File: config.mk
export PLATFORM = sky130hd
export DESIGN_NAME = tone_gen
export DESIGN_NICKNAME = d
export VERILOG_FILES = /design/src/rtl/tone_gen.sv
export SDC_FILE = /design/constraint.sdc
export NUM_CORES = 1
export LEC_CHECK = 0
export BUFFER_PORTS_ARGS = -buffer_cell sky130_fd_sc_hd__clkbuf_2
export CELL_PAD_IN_SITES_DETAIL_PLACEMENT = 0
export CELL_PAD_IN_SITES_GLOBAL_PLACEMENT = 2
export CORE_AREA = 2 2 84 86
export DETAILED_ROUTE_END_ITERATION = 10
export DIE_AREA = 0 0 86 88
export GPL_TIMING_DRIVEN = 0
export PLACE_DENSITY_LB_ADDON = 0.1
export SYNTH_ARGS = -nofsm -noshare
export SYNTH_HDL_FRONTEND = slang
export SYNTH_SLANG_ARGS = --single-unit
export TNS_END_PERCENT = 5
File: constraint.sdc
create_clock -name clk -period 2.6 [get_ports clk]
set_clock_uncertainty 0.05 [all_clocks]
set_input_delay 0.26 -clock clk [delete_from_list [all_inputs] [get_ports clk]]
set_output_delay 0.26 -clock clk [all_outputs]
set_load 0.1 [all_outputs]
File: src/rtl/tone_gen.sv
// tone_gen: prescaled square-wave tone generator; period changes take effect on half-cycle boundaries, period 0 silences.
// Optional TONE_GEN_VOLUME_EN adds a 4-bit volume port that PWM-gates the high phase.
module tone_gen #(
    parameter int PRESCALE = 64,
    parameter int PW       = 13
) (
    input  logic          clk,
    input  logic          rst_n,
    input  logic          enable,
    input  logic [PW-1:0] period_in,
`ifdef TONE_GEN_VOLUME_EN
    input  logic [3:0]    volume,
`endif
    output logic          audio_out,
    output logic          busy,
    output logic          cycle_pulse
);
    localparam int PCW = PRESCALE > 1 ? $clog2(PRESCALE) : 1;

    typedef enum logic {IDLE, RUN} state_t;

    state_t        state_q, state_d;
    logic [PCW-1:0] pcnt_q, pcnt_d;
    logic [PW-1:0] hcnt_q, hcnt_d;
    logic [PW-1:0] active_period_q, active_period_d;
    logic          square_q, square_d;
    logic          busy_q, busy_d;
    logic          cycle_pulse_q, cycle_pulse_d;
    logic          tick, boundary;

    always_comb begin
        tick            = pcnt_q == PCW'(PRESCALE - 1);
        pcnt_d          = tick ? '0 : pcnt_q + 1'b1;
        boundary        = state_q == RUN && tick && hcnt_q == active_period_q - 1'b1;
        state_d         = state_q;
        hcnt_d          = hcnt_q;
        active_period_d = active_period_q;
        square_d        = square_q;
        cycle_pulse_d   = 1'b0;
        if (state_q == IDLE) begin
            if (enable && period_in != '0) begin
                active_period_d = period_in;
                hcnt_d          = '0;
                square_d        = 1'b1;
                cycle_pulse_d   = 1'b1;
                state_d         = RUN;
            end
        end else if (boundary) begin
            hcnt_d = '0;
            if (!enable || period_in == '0) begin
                square_d        = 1'b0;
                state_d         = IDLE;
                active_period_d = '0;
            end else begin
                square_d        = ~square_q;
                active_period_d = period_in;
                cycle_pulse_d   = ~square_q;
            end
        end else if (tick) begin
            hcnt_d = hcnt_q + 1'b1;
        end
        busy_d = state_d == RUN;
    end

    always_ff @(posedge clk or negedge rst_n) begin
        if (!rst_n) begin
            state_q         <= IDLE;
            pcnt_q          <= '0;
            hcnt_q          <= '0;
            active_period_q <= '0;
            square_q        <= 1'b0;
            busy_q          <= 1'b0;
            cycle_pulse_q   <= 1'b0;
        end else begin
            state_q         <= state_d;
            pcnt_q          <= pcnt_d;
            hcnt_q          <= hcnt_d;
            active_period_q <= active_period_d;
            square_q        <= square_d;
            busy_q          <= busy_d;
            cycle_pulse_q   <= cycle_pulse_d;
        end
    end

`ifdef TONE_GEN_VOLUME_EN
    logic [3:0] pwm_cnt_q, pwm_cnt_d;
    logic       audio_q, audio_d;

    always_comb begin
        pwm_cnt_d = pwm_cnt_q + 1'b1;
        audio_d   = square_d & (pwm_cnt_q < volume);
    end

    always_ff @(posedge clk or negedge rst_n) begin
        if (!rst_n) begin
            pwm_cnt_q <= '0;
            audio_q   <= 1'b0;
        end else begin
            pwm_cnt_q <= pwm_cnt_d;
            audio_q   <= audio_d;
        end
    end

    assign audio_out = audio_q;
`else
    assign audio_out = square_q;
`endif

    assign busy        = busy_q;
    assign cycle_pulse = cycle_pulse_q;
endmodule

==> results.sh, run 1 <==
export IMPL_outcome="finished clean"
export IMPL_cts_root_buf="clkbuf_8"
export IMPL_register_area_um2=881
export IMPL_power_switching_w=0.000254
export IMPL_worstSetupEndpointType="flop"
export IMPL_fp_dieH_um=88
export IMPL_insertion_delay_ns=0.30
export IMPL_period_needed_ns=2.57
export IMPL_path_clk_slew_ns=0.08
export IMPL_ys_ff_latch=35
export IMPL_grt_setup_unrepaired="true"
export IMPL_cts_sinks=35
export IMPL_fin_hold_ws_ns=0.0464
export IMPL_critPathArrivalTime_ns=2.71
export IMPL_syn_inst=242
export IMPL_core_area_mm2=0.00664
export IMPL_pre_cts_ws_ns=-0.351
export IMPL_wire_per_inst_um=17.0
export IMPL_seq_area_frac_synth_pct=39.5
export IMPL_drtAntennaViolNets=0
export IMPL_synthTopCellsByCount="35 x dfrtp_1, 18 x a21oi_1, 18 x nor2_1, 18 x xor2_1, 15 x o21ai_0"
export IMPL_numPortBuffers=18
export IMPL_antenna_found_initial=0
export IMPL_drv_cap=0
export IMPL_clockPowerShare_pct=39.6
export IMPL_setup_tns_ns=0
export IMPL_first_pass_iters=7
export IMPL_r2r_start="active_period_q[2]"
export IMPL_reg2reg_setup_slack_ns=0.03
export IMPL_path_max_fanout=6
export IMPL_combPwrFrac_pct=6.6
export IMPL_syn_avg_cell_area_um2=9.17
export IMPL_synth_most_common_cell="dfrtp_1"
export IMPL_antenna_cells=0
export IMPL_grt_first_pass_wirelength_mm=10.0
export IMPL_drc=0
export IMPL_crit_type="reg -> reg"
export IMPL_dpl_hpwl_mm=4.39
export IMPL_io_pins=19
export IMPL_wl_mm=6.17
export IMPL_min_period_over_period_pct=98.9
export IMPL_drtIter0Drc=94
export IMPL_fp_dieW_um=86
export IMPL_p_sw_share_pct=25.0
export IMPL_cp_start_kind="flop"
export IMPL_holdBufCountCts=0
export IMPL_overflow=0
export IMPL_yosysTopAreaCellShare_pct=39.5
export IMPL_row_count=30
export IMPL_gp_congestion=0.775
export IMPL_grt_max_degree=36
export IMPL_syn_area_mm2=0.00222
export IMPL_area_growth_pct=26.3
export IMPL_setup_slack_ns=0.0282
export IMPL_power_density_mw_per_mm2=362
export IMPL_multi_input_area_mm2=0.00138
export IMPL_tightest_slew_ns=0.947
export IMPL_ir_drop_uv=184
export IMPL_drive_gt1_share_pct=29.1
export IMPL_synth_nets=261
export IMPL_synth_edf_count=0
export IMPL_p_leak_nw=1.21
export IMPL_nFillCells=658
export IMPL_vias_per_cell=5.35
export IMPL_synthArstFlopShare_pct=100
export IMPL_num_vias=1937
export IMPL_grt_pass1_vias=1915
export IMPL_power_internal_w=0.000760
export IMPL_cts_htree_levels=2
export IMPL_grt_usage_pct=17.5
export IMPL_yosys_top_cells_area="dfrtp_1 39%, xor2_1 7.1%, a21oi_1 4.1%"
export IMPL_setup_viol=0
export IMPL_yosysWarningCount=0
export IMPL_max_freq_ghz=0.389
export IMPL_hold_viol_final=0
export IMPL_initial_utilization_pct=33.4
export IMPL_slew_violations=0
export IMPL_p_seq_share_pct=53.7
export IMPL_rr_endpoint="hcnt_q[3]"
export IMPL_cts_tree="done"
export IMPL_cts_buffers=5
export IMPL_hp_class="in -> async"
export IMPL_relSlewSlack_pct=36.9
export IMPL_cp_data_required_time_ns=2.74
export IMPL_yosys_area_top_type="dfrtp_1"
export IMPL_synth_top_flop_cell="dfrtp_1"
export IMPL_clock_tree_buffer_depth=2
export IMPL_r2r_cells=11
export IMPL_synth_cell_type_count=51
export IMPL_fin_nets=300
export IMPL_dieArea_mm2=0.00757
export IMPL_fin_area_mm2=0.00280
export IMPL_post_dp_cell_area_mm2=0.00241
==> timing repair <==
item	4_1_cts	5_1_grt
cloned	1	0
setup buffers	9	5
endpoints found under the setup margin	28	28
pin swaps	9	18
gates resized for setup	20	24
==> sequential cells by signal, indices dropped and copies added (netlist names) <==
signal / cells
active_period_q: 13
hcnt_q: 13
pcnt_q: 6
audio_out: 1
busy: 1
cycle_pulse: 1
==> metrics by stage <==
stage                     utilization (%)  instances  power (W)
after global routing                 42.2        362    0.00106
after floorplan                         -        242   0.000581
final                                42.2        362    0.00101
after global placement               36.3        340   0.000614
after detailed placement             36.3        340   0.000614
after CTS                            40.1        357    0.00102
==> cell type report <==
| cell class | count | area share [%] |
|---|---|---|
| inverter | 15 | 2.01 |
| timing repair buffer | 33 | 7.81 |
| multi-input combinational | 179 | 49.1 |
| clock buffer | 7 | 2.72 |
| buffer | 12 | 3.21 |
| sequential | 35 | 31.4 |
| clock inverter | 1 | 0.178 |
| tap | 80 | 3.57 |
==> cell families (layout without fill, tap and decap cells) <==
group | after synthesis | after routing | synth area share, %
xor+xnor | 28 | 28 | 11.0
buf+inv | 28 | 68 | 6.37
compound gates | 64 | 64 | 19.5
simple gates | 84 | 84 | 21.9
flops | 35 | 35 | 39.5
fa+ha+maj | 3 | 3 | 1.69
==> power groups by stage <==
| stage | clock, W | combinational [W] | sequential [W] |
|---|---|---|---|
| final | 0.000402 | 0.0000675 | 0.000545 |
| after global placement | 0 | 0.0000575 | 0.000557 |
| after CTS | 0.000409 | 0.0000653 | 0.000545 |
| after detailed placement | 0 | 0.0000568 | 0.000557 |
| after floorplan | 0 | 0.0000241 | 0.000557 |
| after global routing | 0.000437 | 0.0000754 | 0.000545 |
==> worst max path at each step <==
| stage | from | to | slack, ns | cells past startpoint |
|---|---|---|---|---|
| final | active_period_q[2] | hcnt_q[3] | 0.03 | 11 |
| after global routing | active_period_q[2] | active_period_q[7] | -0.07 | 10 |
| after detailed placement | active_period_q[0] | active_period_q[1] | -0.35 | 11 |
| after global placement | period_in[2] | active_period_q[11] | -0.38 | 7 |
| after floorplan | busy | active_period_q[6] | 0.06 | 10 |
| after CTS | active_period_q[2] | active_period_q[7] | -0.004 | 10 |
==> critical path, stage by stage (launching register included) <==
cell,delay [ns]
dfrtp_1,0.38
buf_6,0.13
or4_4,0.56
nor2_2,0.09
nand4_1,0.14
a221oi_4,0.33
and3_4,0.26
buf_6,0.12
buf_8,0.13
buf_6,0.13
buf_4,0.10
nor2_1,0.03
==> per-layer routing <==
layer	global-route usage [%]	vias to the layer above	share of wire, %
met3	3.77	9	2.6
li1	-	960	-
met2	27.9	22	48
met1	23.7	946	48
met5	0	-	0
met4	5.63	0	1.8
==> placed cells by master (no fill, tap or decap), drive strengths merged, types with 3 or more instances in the layout <==
cell,synthesis,routed
nor3,4,4
a21oi,18,18
clkbuf,8,30
ha,3,3
o211ai,4,4
a221oi,12,12
o21ai,18,18
buf,5,22
xor2,18,18
nand2,14,14
or4,3,3
nand3,13,13
dfrtp,35,35
inv,15,15
nand4,7,7
xnor2,10,10
nor4,4,4
nor2,18,18
and3,5,5
No activity file was read; power rests on OpenSTA's default activity.
==> run 2: changes to the inputs <==
--- a/config.mk
+++ b/config.mk
@@ -5,12 +5,13 @@
 export SDC_FILE = /design/constraint.sdc
 export NUM_CORES = 1
 export LEC_CHECK = 0
+export ABC_AREA = 1
 export BUFFER_PORTS_ARGS = -buffer_cell sky130_fd_sc_hd__clkbuf_2
 export CELL_PAD_IN_SITES_DETAIL_PLACEMENT = 0
 export CELL_PAD_IN_SITES_GLOBAL_PLACEMENT = 2
-export CORE_AREA = 2 2 84 86
+export CORE_AREA = 2 2 91 93
 export DETAILED_ROUTE_END_ITERATION = 10
-export DIE_AREA = 0 0 86 88
+export DIE_AREA = 0 0 93 95
 export GPL_TIMING_DRIVEN = 0
 export PLACE_DENSITY_LB_ADDON = 0.1
 export SYNTH_ARGS = -nofsm -noshare
==> results.sh, run 2 <==
export IMPL_cts_setup_buffers=0
export IMPL_path_clk_slew_ns=0.08
export IMPL_worstSetupEndpointType="flop"
export IMPL_setup_tns_ns=0
export IMPL_register_area_um2=876
export IMPL_critPathArrivalTime_ns=2.39
export IMPL_grt_first_pass_wirelength_mm=10.2
export IMPL_syn_inst=339
export IMPL_initial_utilization_pct=28.8
export IMPL_core_area_mm2=0.00793
export IMPL_synth_nets=358
export IMPL_synth_edf_count=0
export IMPL_synth_most_common_cell="nand2_1"
export IMPL_holdBufCountCts=0
export IMPL_dieArea_mm2=0.00884
export IMPL_drtAntennaViolNets=0
export IMPL_synthArstFlopShare_pct=100
export IMPL_ys_ff_latch=35
export IMPL_outcome="finished clean"
export IMPL_r2r_cells=11
export IMPL_synth_cell_type_count=26
export IMPL_grt_usage_pct=14.8
export IMPL_power_density_mw_per_mm2=413
export IMPL_nFillCells=906
export IMPL_hp_class="in -> async"
export IMPL_num_vias=2015
export IMPL_ir_drop_uv=184
export IMPL_vias_per_cell=4.29
export IMPL_slew_violations=0
export IMPL_grt_setup_unrepaired="false"
export IMPL_path_max_fanout=10
export IMPL_max_freq_ghz=0.452
export IMPL_wire_per_inst_um=12.3
export IMPL_wl_mm=5.78
export IMPL_numPortBuffers=18
export IMPL_cp_start_kind="flop"
export IMPL_cts_root_buf="clkbuf_8"
export IMPL_fp_dieW_um=93
export IMPL_setup_viol=0
export IMPL_cpPeakStageDelay_ns=0.38
export IMPL_grt_pass1_vias=2074
export IMPL_r2r_start="pcnt_q[0]"
export IMPL_row_count=33
export IMPL_overflow=0
export IMPL_final_util_pct=32.7
export IMPL_p_leak_nw=1.34
export IMPL_relSlewSlack_pct=35.8
export IMPL_grt_max_degree=36
export IMPL_cts_resized=0
export IMPL_min_period_over_period_pct=85.2
export IMPL_fin_nets=383
export IMPL_yosys_area_top_type="dfrtp_1"
export IMPL_crit_slowest_cell="dfrtp_1"
export IMPL_layout_common_cells="117 x nand2_1, 47 x inv_1, 42 x nor2_1, 35 x nand3_1, 35 x dfrtp_1"
export IMPL_fin_area_mm2=0.00259
export IMPL_final_common_cell="nand2_1"
export IMPL_seq_area_frac_synth_pct=38.4
export IMPL_drv_cap=0
export IMPL_post_dp_cell_area_mm2=0.00250
export IMPL_reg_largest_list="active_period_q: 13 flops, hcnt_q: 13 flops, pcnt_q: 6 flops"
export IMPL_antenna_found_initial=0
export IMPL_drc=0
export IMPL_gp_congestion=0.718
export IMPL_instances_no_fill=470
export IMPL_io_pins=19
export IMPL_tightest_slew_ns=0.962
export IMPL_clock_tree_buffer_depth=2
export IMPL_synth_top_flop_cell="dfrtp_1"
export IMPL_drtIter0Drc=79
export IMPL_drive_gt1_share_pct=10.1
export IMPL_synthTopCellsByCount="117 x nand2_1, 47 x inv_1, 42 x nor2_1"
export IMPL_yosysTopAreaCellShare_pct=38.4
export IMPL_fp_dieH_um=95
export IMPL_antenna_cells=0
export IMPL_cts_htree_levels=2
export IMPL_first_pass_iters=4
export IMPL_cts_tree="done"
export IMPL_syn_avg_cell_area_um2=6.73
export IMPL_placedCellCount=462
export IMPL_insertion_delay_ns=0.29
export IMPL_reg2reg_setup_slack_ns=0.39
export IMPL_multi_input_area_mm2=0.00119
export IMPL_period_needed_ns=2.21
export IMPL_power_w=0.00107
export IMPL_path_cells="ha_1 > nand3_1 > nor2_1 > nand2_1 > nor2_1 > inv_1 > nand2_1 > buf_2 > nand2_1 > xor2_1 > nor2_1"
export IMPL_cts_buffers=5
export IMPL_hold_viol_final=0
export IMPL_rr_endpoint="hcnt_q[9]"
export IMPL_crit_type="reg -> reg"
export IMPL_syn_area_mm2=0.00228
export IMPL_yosysWarningCount=0
export IMPL_area_growth_pct=13.4
export IMPL_cp_data_required_time_ns=2.77
export IMPL_yosys_top_cells_area="dfrtp_1 38%, nand2_1 19%, inv_1 7.7%"
export IMPL_dpl_hpwl_mm=4.41
export IMPL_cts_sinks=35
==> run 2: cell count changes in the layout (fill, tap and decap cells not counted), sizes merged, moves of 4 or more <==
cell    change
a21boi      +4
a21oi       -7
a221oi     -12
and3        -5
buf        -18
inv        +32
nand2     +105
nand3      +23
nand4       -6
nor2       +28
o211ai      -4
o21ai      -12
xnor2       -7
xor2        -5
==> run 2: how the worst max path moves through the flow <==
stage / start / end
4_1_cts: pcnt_q[0] / hcnt_q[9]
3_5_place_dp: active_period_q[0] / hcnt_q[11]
2_1_floorplan: busy / hcnt_q[6]
3_3_place_gp: pcnt_q[0] / hcnt_q[0]
6_report: pcnt_q[0] / hcnt_q[9]
5_1_grt: active_period_q[0] / hcnt_q[11]
==> run 2: logic make-up after synthesis <==
| family | after synthesis | share of synthesized area, % |
|---|---|---|
| and+or+nand+nor | 209 | 39.0 |
| DFF | 35 | 38.4 |
| adders and majority gates | 3 | 1.64 |
| AOI/OAI and AO/OA | 21 | 5.21 |
| xor gates and xnor gates | 16 | 6.14 |
| buffers and inverters | 55 | 9.65 |
==> run 2: per-stage QoR <==
| step | setup slack [ns] | hold slack [ns] |
|---|---|---|
| final | 0.386 | 0.0621 |
| after floorplan | 0.318 | -0.0856 |
| after global placement | 0.345 | 0.407 |
| after CTS | 0.343 | 0.0983 |
| after detailed placement | 0.366 | 0.406 |
| after global routing | 0.0888 | 0.142 |
==> run 2: layout make-up <==
cell class                      count  area share, %
Multi-Input combinational cell    249           45.8
Sequential cell                    35           33.8
Tap cell                          105           5.07
Inverter                           47           6.81
Clock buffer                        6           2.80
Clock inverter                      2          0.483
Buffer                              8           1.69
Timing Repair Buffer               18           3.48
==> run 2: worst max-delay path: cells and delay by family (launching register included) <==
family	cells	cell delay, ns
adders and majority gates	1	0.19
and+or+nand+nor	7	1.00
buffers and inverters	2	0.37
DFF	1	0.38
xor gates and xnor gates	1	0.15
==> run 2: power breakdown <==
part / internal, W / switching (W)
logic: 0.0000361 / 0.0000576
clock network: 0.000188 / 0.000218
registers: 0.000554 / 0.0000145
==> run 2: per-layer routing <==
layer	up-vias	part of all wire [%]	GRT usage [%]
met1	886	51	19.8
met5	-	0	0
met4	0	1.5	4.41
met2	29	45	24.2
li1	1092	-	-
met3	8	2.9	2.79
==> run 3: changes to the inputs <==
--- a/config.mk
+++ b/config.mk
@@ -8,10 +8,10 @@
 export ABC_AREA = 1
 export BUFFER_PORTS_ARGS = -buffer_cell sky130_fd_sc_hd__clkbuf_2
 export CELL_PAD_IN_SITES_DETAIL_PLACEMENT = 0
-export CELL_PAD_IN_SITES_GLOBAL_PLACEMENT = 2
-export CORE_AREA = 2 2 91 93
+export CELL_PAD_IN_SITES_GLOBAL_PLACEMENT = 1
+export CORE_AREA = 2 2 81 83
 export DETAILED_ROUTE_END_ITERATION = 10
-export DIE_AREA = 0 0 93 95
+export DIE_AREA = 0 0 83 85
 export GPL_TIMING_DRIVEN = 0
 export PLACE_DENSITY_LB_ADDON = 0.1
 export SYNTH_ARGS = -nofsm -noshare
==> results.sh, run 3 (synthesis gave the netlist of run 2 again) <==
export IMPL_insertion_delay_ns=0.28
export IMPL_r2r_start="active_period_q[0]"
export IMPL_setup_slack_ns=0.456
export IMPL_row_count=29
export IMPL_cts_sinks=35
export IMPL_path_cells="inv_1 > ha_1 > nand2_2 > nor2_4 > xor2_1 > nand2_1 > nor2_2 > nand3_4 > nand2_4 > buf_4 > nor2_1"
export IMPL_grt_usage_pct=16.4
export IMPL_setup_viol=0
export IMPL_layout_common_cells="117 x nand2_1, 47 x inv_1, 42 x nor2_1, 35 x nand3_1, 35 x dfrtp_1"
export IMPL_vias_per_cell=4.50
export IMPL_final_util_pct=41.4
export IMPL_fin_nets=383
export IMPL_rr_endpoint="hcnt_q[8]"
export IMPL_grt_setup_unrepaired="false"
export IMPL_num_vias=1991
export IMPL_initial_utilization_pct=36.8
export IMPL_min_period_over_period_pct=82.5
export IMPL_crit_buf_inv=2
export IMPL_setup_tns_ns=0
export IMPL_worstSetupEndpointType="flop"
export IMPL_numPortBuffers=18
export IMPL_io_pins=19
export IMPL_max_freq_ghz=0.466
export IMPL_fp_dieW_um=83
export IMPL_antenna_cells=0
export IMPL_cp_data_required_time_ns=2.72
export IMPL_nFillCells=646
export IMPL_grt_first_pass_wirelength_mm=9.34
export IMPL_fp_dieH_um=85
export IMPL_multi_input_area_mm2=0.00119
export IMPL_final_common_cell="nand2_1"
export IMPL_path_delay_family="simple AND/OR/NAND/NOR gates"
export IMPL_grt_max_degree=36
export IMPL_reg_largest_list="active_period_q: 13 flops, hcnt_q: 13 flops, pcnt_q: 6 flops"
export IMPL_overflow=0
export IMPL_ir_drop_uv=199
export IMPL_cts_htree_levels=2
export IMPL_wire_per_inst_um=11.9
export IMPL_drtAntennaViolNets=0
export IMPL_hold_viol_final=0
export IMPL_antenna_found_initial=0
export IMPL_path_clk_slew_ns=0.08
export IMPL_dieArea_mm2=0.00706
export IMPL_cts_resized=0
export IMPL_hp_class="in -> async"
export IMPL_core_area_mm2=0.00620
export IMPL_register_area_um2=876
export IMPL_cts_root_buf="clkbuf_8"
export IMPL_clock_tree_buffer_depth=2
export IMPL_pre_cts_ws_ns=0.408
export IMPL_area_growth_pct=12.6
export IMPL_r2r_cells=11
export IMPL_grt_pass1_vias=1932
export IMPL_crit_type="reg -> reg"
export IMPL_reg2reg_setup_slack_ns=0.46
export IMPL_p_leak_nw=1.35
export IMPL_wl_mm=5.26
export IMPL_power_density_mw_per_mm2=430
export IMPL_crit_slowest_cell="dfrtp_1"
export IMPL_tightest_slew_ns=0.943
export IMPL_dpl_hpwl_mm=4.00
export IMPL_gp_congestion=0.729
export IMPL_period_needed_ns=2.14
export IMPL_relSlewSlack_pct=37.2
export IMPL_cts_setup_buffers=0
export IMPL_slew_violations=0
export IMPL_drive_gt1_share_pct=10.1
export IMPL_cpPeakStageDelay_ns=0.41
export IMPL_drv_cap=0
export IMPL_outcome="finished clean"
export IMPL_holdBufCountCts=0
export IMPL_cp_start_kind="flop"
export IMPL_path_max_fanout=10
export IMPL_drtIter0Drc=76
export IMPL_first_pass_iters=4
export IMPL_cts_buffers=5
export IMPL_drc=0
export IMPL_cts_tree="done"
export IMPL_critPathArrivalTime_ns=2.27
export IMPL_fin_hold_ws_ns=0.0539
-- run 3: worst reg2reg max path, cell delays in order (launching register included) --
cell     delay (ns)
dfrtp_1        0.41
inv_1          0.13
ha_1           0.24
nand2_2        0.13
nor2_4         0.15
xor2_1         0.16
nand2_1        0.08
nor2_2         0.13
nand3_4        0.16
nand2_4        0.14
buf_4          0.19
nor2_1         0.06
-- run 3: where the power goes --
part	internal (W)	leakage, nW	switching, W	total, W
Sequential	0.000554	0.434	0.0000137	0.000568
Clock	0.000242	0.0515	0.000200	0.000443
Combinational	0.0000361	0.864	0.0000566	0.0000927
Total	0.000833	1.35	0.000271	0.00110
-- run 3: per-layer routing --
metal / routed length (um) / vias to the layer above / GRT usage, %
li1: - / 1094 / -
met2: 2290 / 19 / 26.0
met5: 0 / - / 0
met3: 98 / 4 / 3.02
met1: 2830 / 874 / 23.0
met4: 41 / 0 / 4.47
-- run 3: final cells by class --
type | instances | share of cell area [%]
buffer | 8 | 1.70
clock buffer | 8 | 3.90
timing repair buffer | 18 | 3.51
tap | 77 | 3.75
sequential | 35 | 34.1
multi-input combinational | 249 | 46.2
inverter | 47 | 6.87
-- run 3: through the flow --
stage,power [W],area (um2),std cells
after global placement,0.000673,2470,434
after CTS,0.00113,2570,442
final,0.00110,2570,442
after global routing,0.00116,2570,442
after floorplan,0.000635,2280,339
after detailed placement,0.000674,2470,434
-- run 3: how the worst max path moves through the flow --
stage,start,cells past startpoint,slack [ns],endpoint
final,active_period_q[0],11,0.46,hcnt_q[8]
after global routing,active_period_q[0],14,0.22,hcnt_q[11]
after CTS,active_period_q[0],14,0.40,hcnt_q[8]
after detailed placement,active_period_q[0],14,0.41,hcnt_q[11]
after global placement,active_period_q[0],14,0.41,hcnt_q[11]
after floorplan,busy,8,0.32,hcnt_q[6]
